File: src/rtl/cache_pkg.sv
// Shared definitions for the cache/memory arbiter: block geometry,
// FSM state encoding and transfer-owner encoding.
package cache_pkg;

    localparam int OFST = 5;
    localparam int BLCK = 8 << OFST;

    typedef enum logic [1:0] {
        IDLE = 2'd0,
        BUSY = 2'd1,
        DONE = 2'd2
    } state_e;

    localparam logic OWN_I = 1'b0;
    localparam logic OWN_D = 1'b1;

endpackage

File: src/rtl/cache_mem_arbiter_if.sv
// Bundle of the I$ / D$ request ports and the shared memory port.
// slave  = arbiter side, master = requesters plus memory model.
interface cache_mem_arbiter_if
    import cache_pkg::*;
#(
    parameter int ADDR = 32,
    parameter int BLCK = cache_pkg::BLCK
);

    logic            i_req;
    logic [ADDR-1:0] i_addr;
    logic            i_done;
    logic [BLCK-1:0] i_block;

    logic            d_req;
    logic            d_we;
    logic [ADDR-1:0] d_addr;
    logic [BLCK-1:0] d_wblock;
    logic            d_done;
    logic [BLCK-1:0] d_rblock;

    logic            m_req;
    logic            m_we;
    logic [ADDR-1:0] m_addr;
    logic [BLCK-1:0] m_wdata;
    logic [BLCK-1:0] m_rdata;
    logic            m_ack;

    logic            err;

    modport slave (
        input  i_req, i_addr, d_req, d_we, d_addr, d_wblock, m_rdata, m_ack,
        output i_done, i_block, d_done, d_rblock, m_req, m_we, m_addr, m_wdata, err
    );

    modport master (
        output i_req, i_addr, d_req, d_we, d_addr, d_wblock, m_rdata, m_ack,
        input  i_done, i_block, d_done, d_rblock, m_req, m_we, m_addr, m_wdata, err
    );

endinterface

File: src/rtl/rr_arb2.sv
// Two-way round-robin pick. Bit 0 = I$, bit 1 = D$; on a tie the
// requester that did not win last time is granted.
module rr_arb2
    import cache_pkg::*;
(
    input  logic [1:0] req,
    input  logic       last,
    output logic [1:0] grant
);

    // One-hot grant: sole requester wins, a tie goes to the one not equal to last
    always_comb begin
        grant = 2'b00;
        case (req)
            2'b01:   grant = 2'b01;
            2'b10:   grant = 2'b10;
            2'b11:   grant = (last == OWN_I) ? 2'b10 : 2'b01;
            default: grant = 2'b00;
        endcase
    end

endmodule

File: src/rtl/cache_mem_arbiter.sv
// Shares the single main-memory port between I$ refills and D$
// refill/writeback transfers, one outstanding transfer at a time,
// with a watchdog that ends transfers the memory never acknowledges.
module cache_mem_arbiter
    import cache_pkg::*;
#(
    parameter int ADDR = 32,
    parameter int OFST = cache_pkg::OFST,
    parameter int TMO  = 64
) (
    input  logic                CLK,
    input  logic                RESET,
    cache_mem_arbiter_if.slave  bus
);

    localparam int BW = 8 << OFST;
    localparam int CW = $clog2(TMO + 1);
    localparam logic [CW-1:0]   TMO_LAST = CW'(TMO - 1);
    localparam logic [ADDR-1:0] MASK     = {{(ADDR-OFST){1'b0}}, {OFST{1'b1}}};

    state_e          state_q, state_d;
    logic [CW-1:0]   cnt_q,   cnt_d;
    logic            last_q,  last_d;
    logic            own_q,   own_d;
    logic            we_q,    we_d;
    logic            err_q,   err_d;
    logic [ADDR-1:0] addr_q,  addr_d;
    logic [BW-1:0]   wdata_q, wdata_d;
    logic [BW-1:0]   rdata_q, rdata_d;

    logic [1:0]      req;
    logic [1:0]      gnt;
    logic            busy;
    logic            done;

    assign req = {bus.d_req, bus.i_req};

    rr_arb2 u_arb (
        .req   (req),
        .last  (last_q),
        .grant (gnt)
    );

    // Next-state logic: grant in IDLE, count/ack/timeout in BUSY, one-cycle DONE
    always_comb begin
        state_d = state_q;
        cnt_d   = cnt_q;
        last_d  = last_q;
        own_d   = own_q;
        we_d    = we_q;
        err_d   = err_q;
        addr_d  = addr_q;
        wdata_d = wdata_q;
        rdata_d = rdata_q;
        case (state_q)
            IDLE: begin
                if (|req) begin
                    state_d = BUSY;
                    own_d   = gnt[1];
                    last_d  = gnt[1];
                    we_d    = gnt[1] & bus.d_we;
                    addr_d  = (gnt[1] ? bus.d_addr : bus.i_addr) & ~MASK;
                    wdata_d = gnt[1] ? bus.d_wblock : '0;
                    cnt_d   = '0;
                end
            end
            BUSY: begin
                cnt_d = cnt_q + 1'b1;
                // An ack on the timeout cycle still counts as a normal completion
                if (bus.m_ack) begin
                    state_d = DONE;
                    if (!we_q) begin
                        rdata_d = bus.m_rdata;
                    end
                end else if (cnt_q == TMO_LAST) begin
                    state_d = DONE;
                    err_d   = 1'b1;
                end
            end
            DONE: begin
                state_d = IDLE;
                cnt_d   = '0;
                err_d   = 1'b0;
            end
            default: begin
                state_d = IDLE;
            end
        endcase
    end

    // Control state and the captured read block, cleared by reset
    always_ff @(posedge CLK) begin
        if (!RESET) begin
            state_q <= IDLE;
            cnt_q   <= '0;
            last_q  <= OWN_I;
            own_q   <= OWN_I;
            we_q    <= 1'b0;
            err_q   <= 1'b0;
            rdata_q <= '0;
        end else begin
            state_q <= state_d;
            cnt_q   <= cnt_d;
            last_q  <= last_d;
            own_q   <= own_d;
            we_q    <= we_d;
            err_q   <= err_d;
            rdata_q <= rdata_d;
        end
    end

    // Latched transfer address and write data; only visible while BUSY
    always_ff @(posedge CLK) begin
        addr_q  <= addr_d;
        wdata_q <= wdata_d;
    end

    assign busy = (state_q == BUSY);
    assign done = (state_q == DONE);

    assign bus.m_req    = busy;
    assign bus.m_we     = busy & we_q;
    assign bus.m_addr   = busy ? addr_q  : '0;
    assign bus.m_wdata  = busy ? wdata_q : '0;

    assign bus.i_done   = done & (own_q == OWN_I);
    assign bus.d_done   = done & (own_q == OWN_D);
    assign bus.err      = done & err_q;
    assign bus.i_block  = rdata_q;
    assign bus.d_rblock = rdata_q;

endmodule

File: src/flat_wrapper.sv
// flat-port wrapper written by rule: the top's interface ports become plain ports
module cache_mem_arbiter_flat import cache_pkg::*;
#(
    parameter int ADDR = 32,
    parameter int OFST = cache_pkg::OFST,
    parameter int TMO  = 64
)
  (CLK, RESET, bus_i_req, bus_i_addr, bus_d_req, bus_d_we, bus_d_addr, bus_d_wblock, bus_m_rdata, bus_m_ack, bus_i_done, bus_i_block, bus_d_done, bus_d_rblock, bus_m_req, bus_m_we, bus_m_addr, bus_m_wdata, bus_err);
  cache_mem_arbiter_if #(.ADDR(ADDR), .BLCK(256)) bus_i ();
  input  logic CLK;
  input  logic RESET;
  input wire logic [$bits(bus_i.i_req)-1:0] bus_i_req;
  input wire logic [$bits(bus_i.i_addr)-1:0] bus_i_addr;
  input wire logic [$bits(bus_i.d_req)-1:0] bus_d_req;
  input wire logic [$bits(bus_i.d_we)-1:0] bus_d_we;
  input wire logic [$bits(bus_i.d_addr)-1:0] bus_d_addr;
  input wire logic [$bits(bus_i.d_wblock)-1:0] bus_d_wblock;
  input wire logic [$bits(bus_i.m_rdata)-1:0] bus_m_rdata;
  input wire logic [$bits(bus_i.m_ack)-1:0] bus_m_ack;
  output wire logic [$bits(bus_i.i_done)-1:0] bus_i_done;
  output wire logic [$bits(bus_i.i_block)-1:0] bus_i_block;
  output wire logic [$bits(bus_i.d_done)-1:0] bus_d_done;
  output wire logic [$bits(bus_i.d_rblock)-1:0] bus_d_rblock;
  output wire logic [$bits(bus_i.m_req)-1:0] bus_m_req;
  output wire logic [$bits(bus_i.m_we)-1:0] bus_m_we;
  output wire logic [$bits(bus_i.m_addr)-1:0] bus_m_addr;
  output wire logic [$bits(bus_i.m_wdata)-1:0] bus_m_wdata;
  output wire logic [$bits(bus_i.err)-1:0] bus_err;
  assign bus_i.i_req = bus_i_req;
  assign bus_i.i_addr = bus_i_addr;
  assign bus_i.d_req = bus_d_req;
  assign bus_i.d_we = bus_d_we;
  assign bus_i.d_addr = bus_d_addr;
  assign bus_i.d_wblock = bus_d_wblock;
  assign bus_i.m_rdata = bus_m_rdata;
  assign bus_i.m_ack = bus_m_ack;
  assign bus_i_done = bus_i.i_done;
  assign bus_i_block = bus_i.i_block;
  assign bus_d_done = bus_i.d_done;
  assign bus_d_rblock = bus_i.d_rblock;
  assign bus_m_req = bus_i.m_req;
  assign bus_m_we = bus_i.m_we;
  assign bus_m_addr = bus_i.m_addr;
  assign bus_m_wdata = bus_i.m_wdata;
  assign bus_err = bus_i.err;
  cache_mem_arbiter #(.ADDR(ADDR), .OFST(OFST), .TMO(TMO)) u_core (.CLK(CLK), .RESET(RESET), .bus(bus_i));
endmodule
File: config.mk
export PLATFORM = sky130hd
export DESIGN_NAME = cache_mem_arbiter_flat
export DESIGN_NICKNAME = d
export VERILOG_FILES = /design/src/rtl/cache_pkg.sv /design/src/rtl/cache_mem_arbiter_if.sv /design/src/rtl/rr_arb2.sv /design/src/rtl/cache_mem_arbiter.sv /design/src/flat_wrapper.sv
export SDC_FILE = /design/constraint.sdc
export NUM_CORES = 1
export LEC_CHECK = 0
export BUFFER_PORTS_ARGS = -buffer_cell sky130_fd_sc_hd__clkbuf_2
export CORE_AREA = 2 2 548 550
export DETAILED_ROUTE_END_ITERATION = 12
export DIE_AREA = 0 0 550 552
export GPL_TIMING_DRIVEN = 1
export PLACE_DENSITY = 0.31
export SYNTH_ARGS = -nofsm -noshare
export SYNTH_HDL_FRONTEND = slang
export SYNTH_HIERARCHICAL = 1
export SYNTH_SLANG_ARGS = --single-unit
File: constraint.sdc
create_clock -name CLK -period 35.2 [get_ports CLK]
set_input_delay 8.8 -clock CLK [delete_from_list [all_inputs] [get_ports CLK]]
set_output_delay 8.8 -clock CLK [all_outputs]
set_load 0.01 [all_outputs]
==> results.cfg, run 1 <==
[status]
outcome = finished, final reports clean

[setup_path]
slowest_stage = buf_4
critPathRequiredTime_ns = 26.40
startpoint_type = flop
crit_path_cell_trace = nand2b_1, inv_8, buf_4, and2_1, clkbuf_2
criticalPathCategory = reg2out
arrival_ns = 3.42
endpoint_kind = output port
cp_max_fo = 91
cpPeakStageDelay_ns = 0.74

[pwr]
powerDensity_nw_per_um2 = 52.2
p_leak_nw = 14.9
peakVddDrop_mv = 0.0358

[drt]
wl_per_cell_um = 21.9
met2_length_um = 77700
wl_um = 163000
drt_iter0_drc = 1033
vias = 21100
drt-met1-wl_um = 63400
postRouteAntennaNets = 0
vias_per_cell = 2.83
drc = 0
drt_first_pass_iters = 7
routed-wl-met3_um = 17400
top_layer = met5

[cells_and_area]
post-route-util_pct = 12.0
multi_input_area_um2 = 7420
fillers = 34500
most-common-layout-cells = clkbuf_2, and2_1, nand2_1, edfxtp_1, dfxtp_1
seqCellArea_um2 = 13900
synthToLayoutAreaGrowth_pct = 49.0
instances_no_fill = 7450
final_common_cell = clkbuf_2
final_nets = 4005
drive_gt1_share_pct = 45.5

[floorplanning]
initial_core_util_pct = 8.08
fp.coreArea_um2 = 298000
rows = 201
ioPinCount = 1387
dieArea_um2 = 304000
die_w_um = 550
die_y_um = 552

[sta]
rsz0062_at_grt = no
worst_pin_slew_ns = 1.02
skew_ns = 0.0305
drv_slew = 0
fmax_ghz = 0.0818
fin_crit_sh_pct = 34.7
setup_viol = 0
max_slew_margin_pct = 32.2
setup_slack_ns = 22.98
hold_viol_final = 0
fin_crit_ns = 12.22
fin_tns_setup_ns = 0

[synth]
synthCells = 2355
ys_warn_count = 6
avgSynthCellArea_um2 = 10.2
netlist_area_um2 = 24100

[global_route]
grt-ovfl-total = 0
grt_first_pass_wirelength_um = 209000
grt_max_degree = 146
grt_util_all_layers_pct = 10.3
antenna_found_initial = 105
grt_pass1_vias = 20800

[clock_network]
worstSkewPairLatency_ns = 0.77
cts_root_buf = clkbuf_16
cts_sinks = 551
cts_tree = done
cts_made_buffers = 82
cts_setup_buffers = 0
cts_buffer_depth = 4
cts_hold_buf = 0
cts_resized = 0
cts.htree.levels = 3
clk_pin_slew_worst_paths_ns = 0.05

[place]
io_buffer_count = 1371
place.gp.congestion = 0.858
place_inst = 7296
hpwl_um = 134000
place_ws_ns = 22.37

[flow_run]
cap_violations = 0

[hold_path]
hp-class = reg2reg
[per-layer routing]
layer  up-vias  GRT usage (%)
met4        42           2.65
met3       268           4.49
met1      9973           11.6
li1       9550              -
met5         -              0
met2      1223           17.6
[path summary, 6_finish.rpt]
path | startpoint | end | slack [ns] | depth (start not counted)
hold reg to reg | u_core/bus.d_rblock[138] | u_core/bus.d_rblock[138] | 0.47 | 2
setup / recovery | u_core/state_q[0] | bus_m_addr[8] | 22.98 | 5
setup reg to reg | u_core/state_q[0] | u_core/bus.d_rblock[125] | 30.78 | 7
hold / removal | u_core/bus.d_rblock[138] | u_core/bus.d_rblock[138] | 0.47 | 2
[stage by stage]
| step | area (um2) | total power (W) | hold WS, ns |
|---|---|---|---|
| floorplan | 24100 | 0.000954 | 0.452 |
| global placement | 33300 | 0.00109 | 0.458 |
| detailed placement | 33300 | 0.00109 | 0.468 |
| CTS | 35900 | 0.00193 | 0.475 |
| global route | 35900 | 0.00197 | 0.489 |
| finish | 35900 | 0.00187 | 0.471 |
[cell type report]
cell class	count	share of cell area, %
flip-flops and latches	551	38.6
multi-input cells	1392	20.7
repair buffers	1391	19.6
well taps	3958	13.8
clock buffers	108	6.32
clock inverters	32	0.805
diodes	14	0.0976
inverters	4	0.0836
[where the power goes]
group          internal (W)  switching (W)  total, W
logic             0.0000995       0.000187  0.000287
clock network      0.000475       0.000336  0.000811
registers          0.000744      0.0000337  0.000778
total               0.00132       0.000557   0.00187
[worst max-delay path: cells and delay by family, from the launching register on]
kind / cells / cell delay, ns
buffers and inverters: 3 / 1.24
flip-flops: 1 / 0.55
AND/OR/NAND/NOR: 2 / 0.70
[flip-flops by register name, indices dropped and copies added (netlist names)]
name,flops
u_core/err_q,1
u_core/we_q,1
u_core/cnt_q,7
u_core/wdata_q,256
u_core/addr_q,27
u_core/bus.d_rblock,256
u_core/own_q,1
u_core/state_q,2
No activity file was read; power rests on OpenSTA's default activity.
==> inputs of run 2 (changes only) <==
Clock period 35.2 ns to 11.8 ns, I/O delays scaled along.
==> run 2 against run 1 <==
Final area grew 0.44%. Count of clock-buffer cells in the layout grew 5. Utilization grew 0.053 points. Critical path type unchanged. Highest routed layer unchanged.
==> results.cfg, run 2 (synthesis gave the netlist of run 1 again) <==
[clock_network]
cts_sinks = 551
cts_root_buf = clkbuf_16
cts_made_buffers = 84
clk_pin_slew_worst_paths_ns = 0.06
cts_hold_buf = 0
cts_setup_buffers = 0
cts_resized = 0
cts_buffer_depth = 4
cts.htree.levels = 3
worstSkewPairLatency_ns = 0.78
cts_tree = done

[sta]
fin_crit_sh_pct = 57.2
fin_tns_setup_ns = 0
rsz0062_at_grt = no
worst_pin_slew_ns = 1.03
fmax_ghz = 0.148
setup_viol = 0
fin_crit_ns = 6.75
skew_ns = 0.0357
whs_ns = 0.470
drv_slew = 0
max_slew_margin_pct = 31.4
hold_viol_final = 0

[setup_path]
cpPeakStageDelay_ns = 0.64
rrSetupSlack_ns = 8.86
r2r-end = u_core/bus.d_rblock[178]
endpoint_kind = output port
crit_path_cell_trace = nand2b_1, clkinv_4, buf_4, buf_4, and2_1, clkbuf_2
slowest_stage = buf_4
reg2reg_from = u_core/state_q[0]
cp_common_cell = buf_4
crit_buf_inv = 4
path_delay_family = buffers and inverters
critPathRequiredTime_ns = 8.85
startpoint_type = flop
reg2regPathDepth = 5
criticalPathCategory = reg2out
cp_max_fo = 74
arrival_ns = 3.80

[drt]
drt_iter0_drc = 1025
postRouteAntennaNets = 0
vias = 21200
wl_um = 164000
vias_per_cell = 2.84
wl_per_cell_um = 22.0
drc = 0
drt_first_pass_iters = 5

[global_route]
grt_max_degree = 151
grt_first_pass_wirelength_um = 210000
grt-ovfl-total = 0
grt_pass1_vias = 20900
antenna_found_initial = 106
grt_util_all_layers_pct = 10.3

[floorplanning]
ioPinCount = 1387
dieArea_um2 = 304000
die_w_um = 550
die_y_um = 552
fp.coreArea_um2 = 298000
initial_core_util_pct = 8.08
rows = 201

[pwr]
powerDensity_nw_per_um2 = 157
pwr-share-clk_pct = 44.0
p_switching_w = 0.00169
seq_power_share_pct = 40.9
power_frac_comb_pct = 15.1
peakVddDrop_mv = 0.0938
fin_total_pwr_w = 0.00567
internal_power_w = 0.00398
p_leak_nw = 15.0
swShare_pct = 29.9

[cells_and_area]
final_nets = 4005
synthToLayoutAreaGrowth_pct = 49.6
most-common-layout-cells = clkbuf_2, and2_1, nand2_1, edfxtp_1, dfxtp_1
final_common_cell = clkbuf_2
drive_gt1_share_pct = 45.5

[flow_run]
cap_violations = 0

[hold_path]
whs_endpoint = u_core/bus.d_rblock[144]
hold_depth = 2
hp-class = reg2reg
worstHoldStart = u_core/bus.d_rblock[144]

[place]
io_buffer_count = 1371
hpwl_um = 134000
place.gp.congestion = 0.880

[status]
outcome = finished, final reports clean
run 2: cell types whose count changed in the layout (fill, tap and decap cells not counted), moves of 2 or more:
cell       delta
clkbuf_8      -2
inv_6         +4
buf_4         -6
clkbuf_16     +5
clkinv_8      -2
clkinv_1      +3
diode_2       +8
buf_12        +4
run 2: power groups by stage:
stage	Combinational [W]	Sequential [W]	Clock, W
5_1_grt	0.000942	0.00234	0.00269
2_1_floorplan	0.000445	0.00235	0
6_report	0.000854	0.00232	0.00250
3_5_place_dp	0.000884	0.00236	0
3_3_place_gp	0.000892	0.00236	0
4_1_cts	0.000888	0.00233	0.00264
run 2: worst max path at each step:
stage	start	endpoint	slack [ns]	cells past startpoint
CTS	u_core/state_q[0]	bus_m_wdata[51]	4.86	6
floorplan	bus_d_req	u_core/addr_q[10]	1.65	2
global placement	u_core/state_q[0]	bus_m_wdata[55]	5.72	6
global route	u_core/state_q[0]	bus_m_wdata[55]	4.61	6
finish	u_core/state_q[0]	bus_m_wdata[52]	5.05	6
detailed placement	u_core/state_q[0]	bus_m_wdata[51]	5.73	6
run 2: area by class of cell:
| type | count | area, um2 |
|---|---|---|
| diodes | 22 | 55.1 |
| multi-input cells | 1392 | 7420 |
| clock buffers | 113 | 2380 |
| fillers | 34500 | 262000 |
| well taps | 3958 | 4950 |
| repair buffers | 1389 | 7080 |
| inverters | 4 | 27.5 |
| flip-flops and latches | 551 | 13900 |
| clock inverters | 37 | 279 |
run 2: per-layer routing:
layer  vias to the layer above  routed length (um)  GRT usage (%)
li1                       9576                   -              -
met1                     10000               62400           11.4
met2                      1216               76400           17.1
met3                       285               19900           5.36
met4                        68                5030           3.09
met5                         -                 446              0
run 2: tightest hold or removal path, stage by stage, from the launching register on:
cell and delay (ns):
dfxtp_1 0.32, nand2_1 0.05, a21oi_1 0.05
run 2: stage by stage:
stage | instance area (um2) | utilization [%] | cells | setup slack (ns)
2_1_floorplan | 24100 | - | 2359 | 1.65
3_3_place_gp | 33400 | 11.2 | 7294 | 5.72
3_5_place_dp | 33400 | 11.2 | 7294 | 5.73
4_1_cts | 36000 | 12.1 | 7444 | 4.86
5_1_grt | 36000 | 12.1 | 7451 | 4.61
6_report | 36100 | 12.1 | 7466 | 5.05
==> inputs of run 3 (changes only) <==
Clock period 11.8 ns to 6.6 ns, I/O delays scaled along.
==> run 3 against run 2 <==
Sequential share of layout area fell by 0.22 points. Final area is 0.58% higher. Total power up 78%. Clock power grew 76%. Count of clock-buffer cells in the layout rose by 5. Worst setup slack got worse by 3.2 ns. Critical path depth decreased by 1. Sequential power rose by 80%. Wire length is 0.16% lower. Highest routed layer unchanged. Via count grew 0.27%. Flip-flop and latch count unchanged. Non-clock buffer count up 25.
==> results.cfg, run 3 (synthesis gave the netlist of run 1 again) <==
[sta]
fin_crit_ns = 4.72
fmax_ghz = 0.212
drv_slew = 0
setup_viol = 0
hold_viol_final = 0
skew_ns = 0.0428
fin_crit_sh_pct = 71.5
max_slew_margin_pct = 29.4
worst_pin_slew_ns = 1.06
setup_slack_ns = 1.88
rsz0062_at_grt = no

[clock_network]
clk_pin_slew_worst_paths_ns = 0.06
worstSkewPairLatency_ns = 0.77
cts_hold_buf = 0
cts_setup_buffers = 0
cts_tree = done
cts_resized = 0
cts_root_buf = clkbuf_16
cts_buffer_depth = 4
cts_made_buffers = 80
cts_sinks = 551
cts.htree.levels = 3

[setup_path]
reg2reg_from = u_core/state_q[0]
rrSetupSlack_ns = 3.78
criticalPathCategory = reg2out
cp-startpoint = u_core/state_q[0]
reg2regPathDepth = 4
critPathRequiredTime_ns = 4.95
r2r-end = u_core/bus.d_rblock[173]
startpoint_type = flop
cp_max_fo = 69
endpoint_kind = output port
arrival_ns = 3.07
crit_end = bus_m_wdata[21]

[cells_and_area]
instances_no_fill = 7479
drive_gt1_share_pct = 45.8
final_common_cell = clkbuf_2
synthToLayoutAreaGrowth_pct = 50.5
final_nets = 4026
most-common-layout-cells = clkbuf_2, and2_1, nand2_1, edfxtp_1, dfxtp_1

[pwr]
p_leak_nw = 15.1
powerDensity_nw_per_um2 = 279
peakVddDrop_mv = 0.157
fin_total_pwr_w = 0.0101

[flow_run]
cap_violations = 0

[drt]
vias = 21200
vias_per_cell = 2.84
drt_iter0_drc = 1287
drt_first_pass_iters = 5
drc = 0
wl_um = 164000
postRouteAntennaNets = 0
wl_per_cell_um = 21.9

[hold_path]
hp-class = reg2reg

[place]
hpwl_um = 136000
place_inst = 7319
io_buffer_count = 1371
place_ws_ns = 2.47
place.gp.congestion = 0.898

[global_route]
grt_util_all_layers_pct = 10.4
grt_pass1_vias = 21300
grt-ovfl-total = 0
grt_max_degree = 136
antenna_found_initial = 119
grt_first_pass_wirelength_um = 210000

[floorplanning]
die_y_um = 552
dieArea_um2 = 304000
fp.coreArea_um2 = 298000
rows = 201
ioPinCount = 1387
initial_core_util_pct = 8.08
die_w_um = 550

[status]
outcome = finished, final reports clean
run 3: cell types whose count changed in the layout (fill, tap and decap cells not counted), moves of 4 or more:
cell,delta
clkinv_4,-4
buf_4,+20
clkbuf_16,-6
clkinv_2,-5
clkbuf_1,+4
buf_12,+5
clkinv_1,-5
clkbuf_8,+8
run 3: metrics by stage:
step	area, um2	util (%)	TNS [ns]	hold WS, ns
4_1_cts	36200	12.1	0	0.469
2_1_floorplan	24100	-	-613.92	0.452
3_3_place_gp	33600	11.3	0	0.459
3_5_place_dp	33600	11.3	0	0.462
5_1_grt	36200	12.1	0	0.494
6_report	36300	12.2	0	0.472
run 3: layout make-up:
class | count | area, um2
antenna | 20 | 50.0
clock inverter | 22 | 269
timing repair buffer | 1414 | 7330
tap | 3958 | 4950
inverter | 4 | 27.5
sequential | 551 | 13900
multi-input combinational | 1392 | 7430
clock buffer | 118 | 2350
fill | 34500 | 262000
run 3: power by group:
part | switching [W] | leakage [nW] | total [W] | internal, W
Sequential | 0.000209 | 5.05 | 0.00417 | 0.00396
Combinational | 0.000977 | 8.74 | 0.00154 | 0.000565
Clock | 0.00178 | 1.27 | 0.00439 | 0.00262
Total | 0.00296 | 15.1 | 0.0101 | 0.00715
run 3: critical path: stages (launching register included):
cell	delay [ns]
dfxtp_1	0.59
nand2b_1	0.29
inv_6	0.42
buf_4	0.48
and2_1	0.22
clkbuf_2	0.15
run 3: worst min-delay path by stage:
| stage | from | to | slack, ns | cells after the start |
|---|---|---|---|---|
| floorplan | u_core/cnt_q[6] | u_core/cnt_q[6] | 0.45 | 1 |
| global placement | u_core/bus.d_rblock[183] | u_core/bus.d_rblock[183] | 0.46 | 2 |
| detailed placement | u_core/bus.d_rblock[116] | u_core/bus.d_rblock[116] | 0.46 | 2 |
| CTS | u_core/bus.d_rblock[116] | u_core/bus.d_rblock[116] | 0.47 | 2 |
| global route | u_core/bus.d_rblock[142] | u_core/bus.d_rblock[142] | 0.49 | 2 |
| finish | u_core/bus.d_rblock[110] | u_core/bus.d_rblock[110] | 0.47 | 2 |
run 3: layer usage:
layer  up-vias  wire length (um)  track usage (%)
li1       9619                 -                -
met1     10100             64800             12.0
met2      1246             73300             16.5
met3       272             20800             5.48
met4        58              4670             2.76
met5         -               359                0
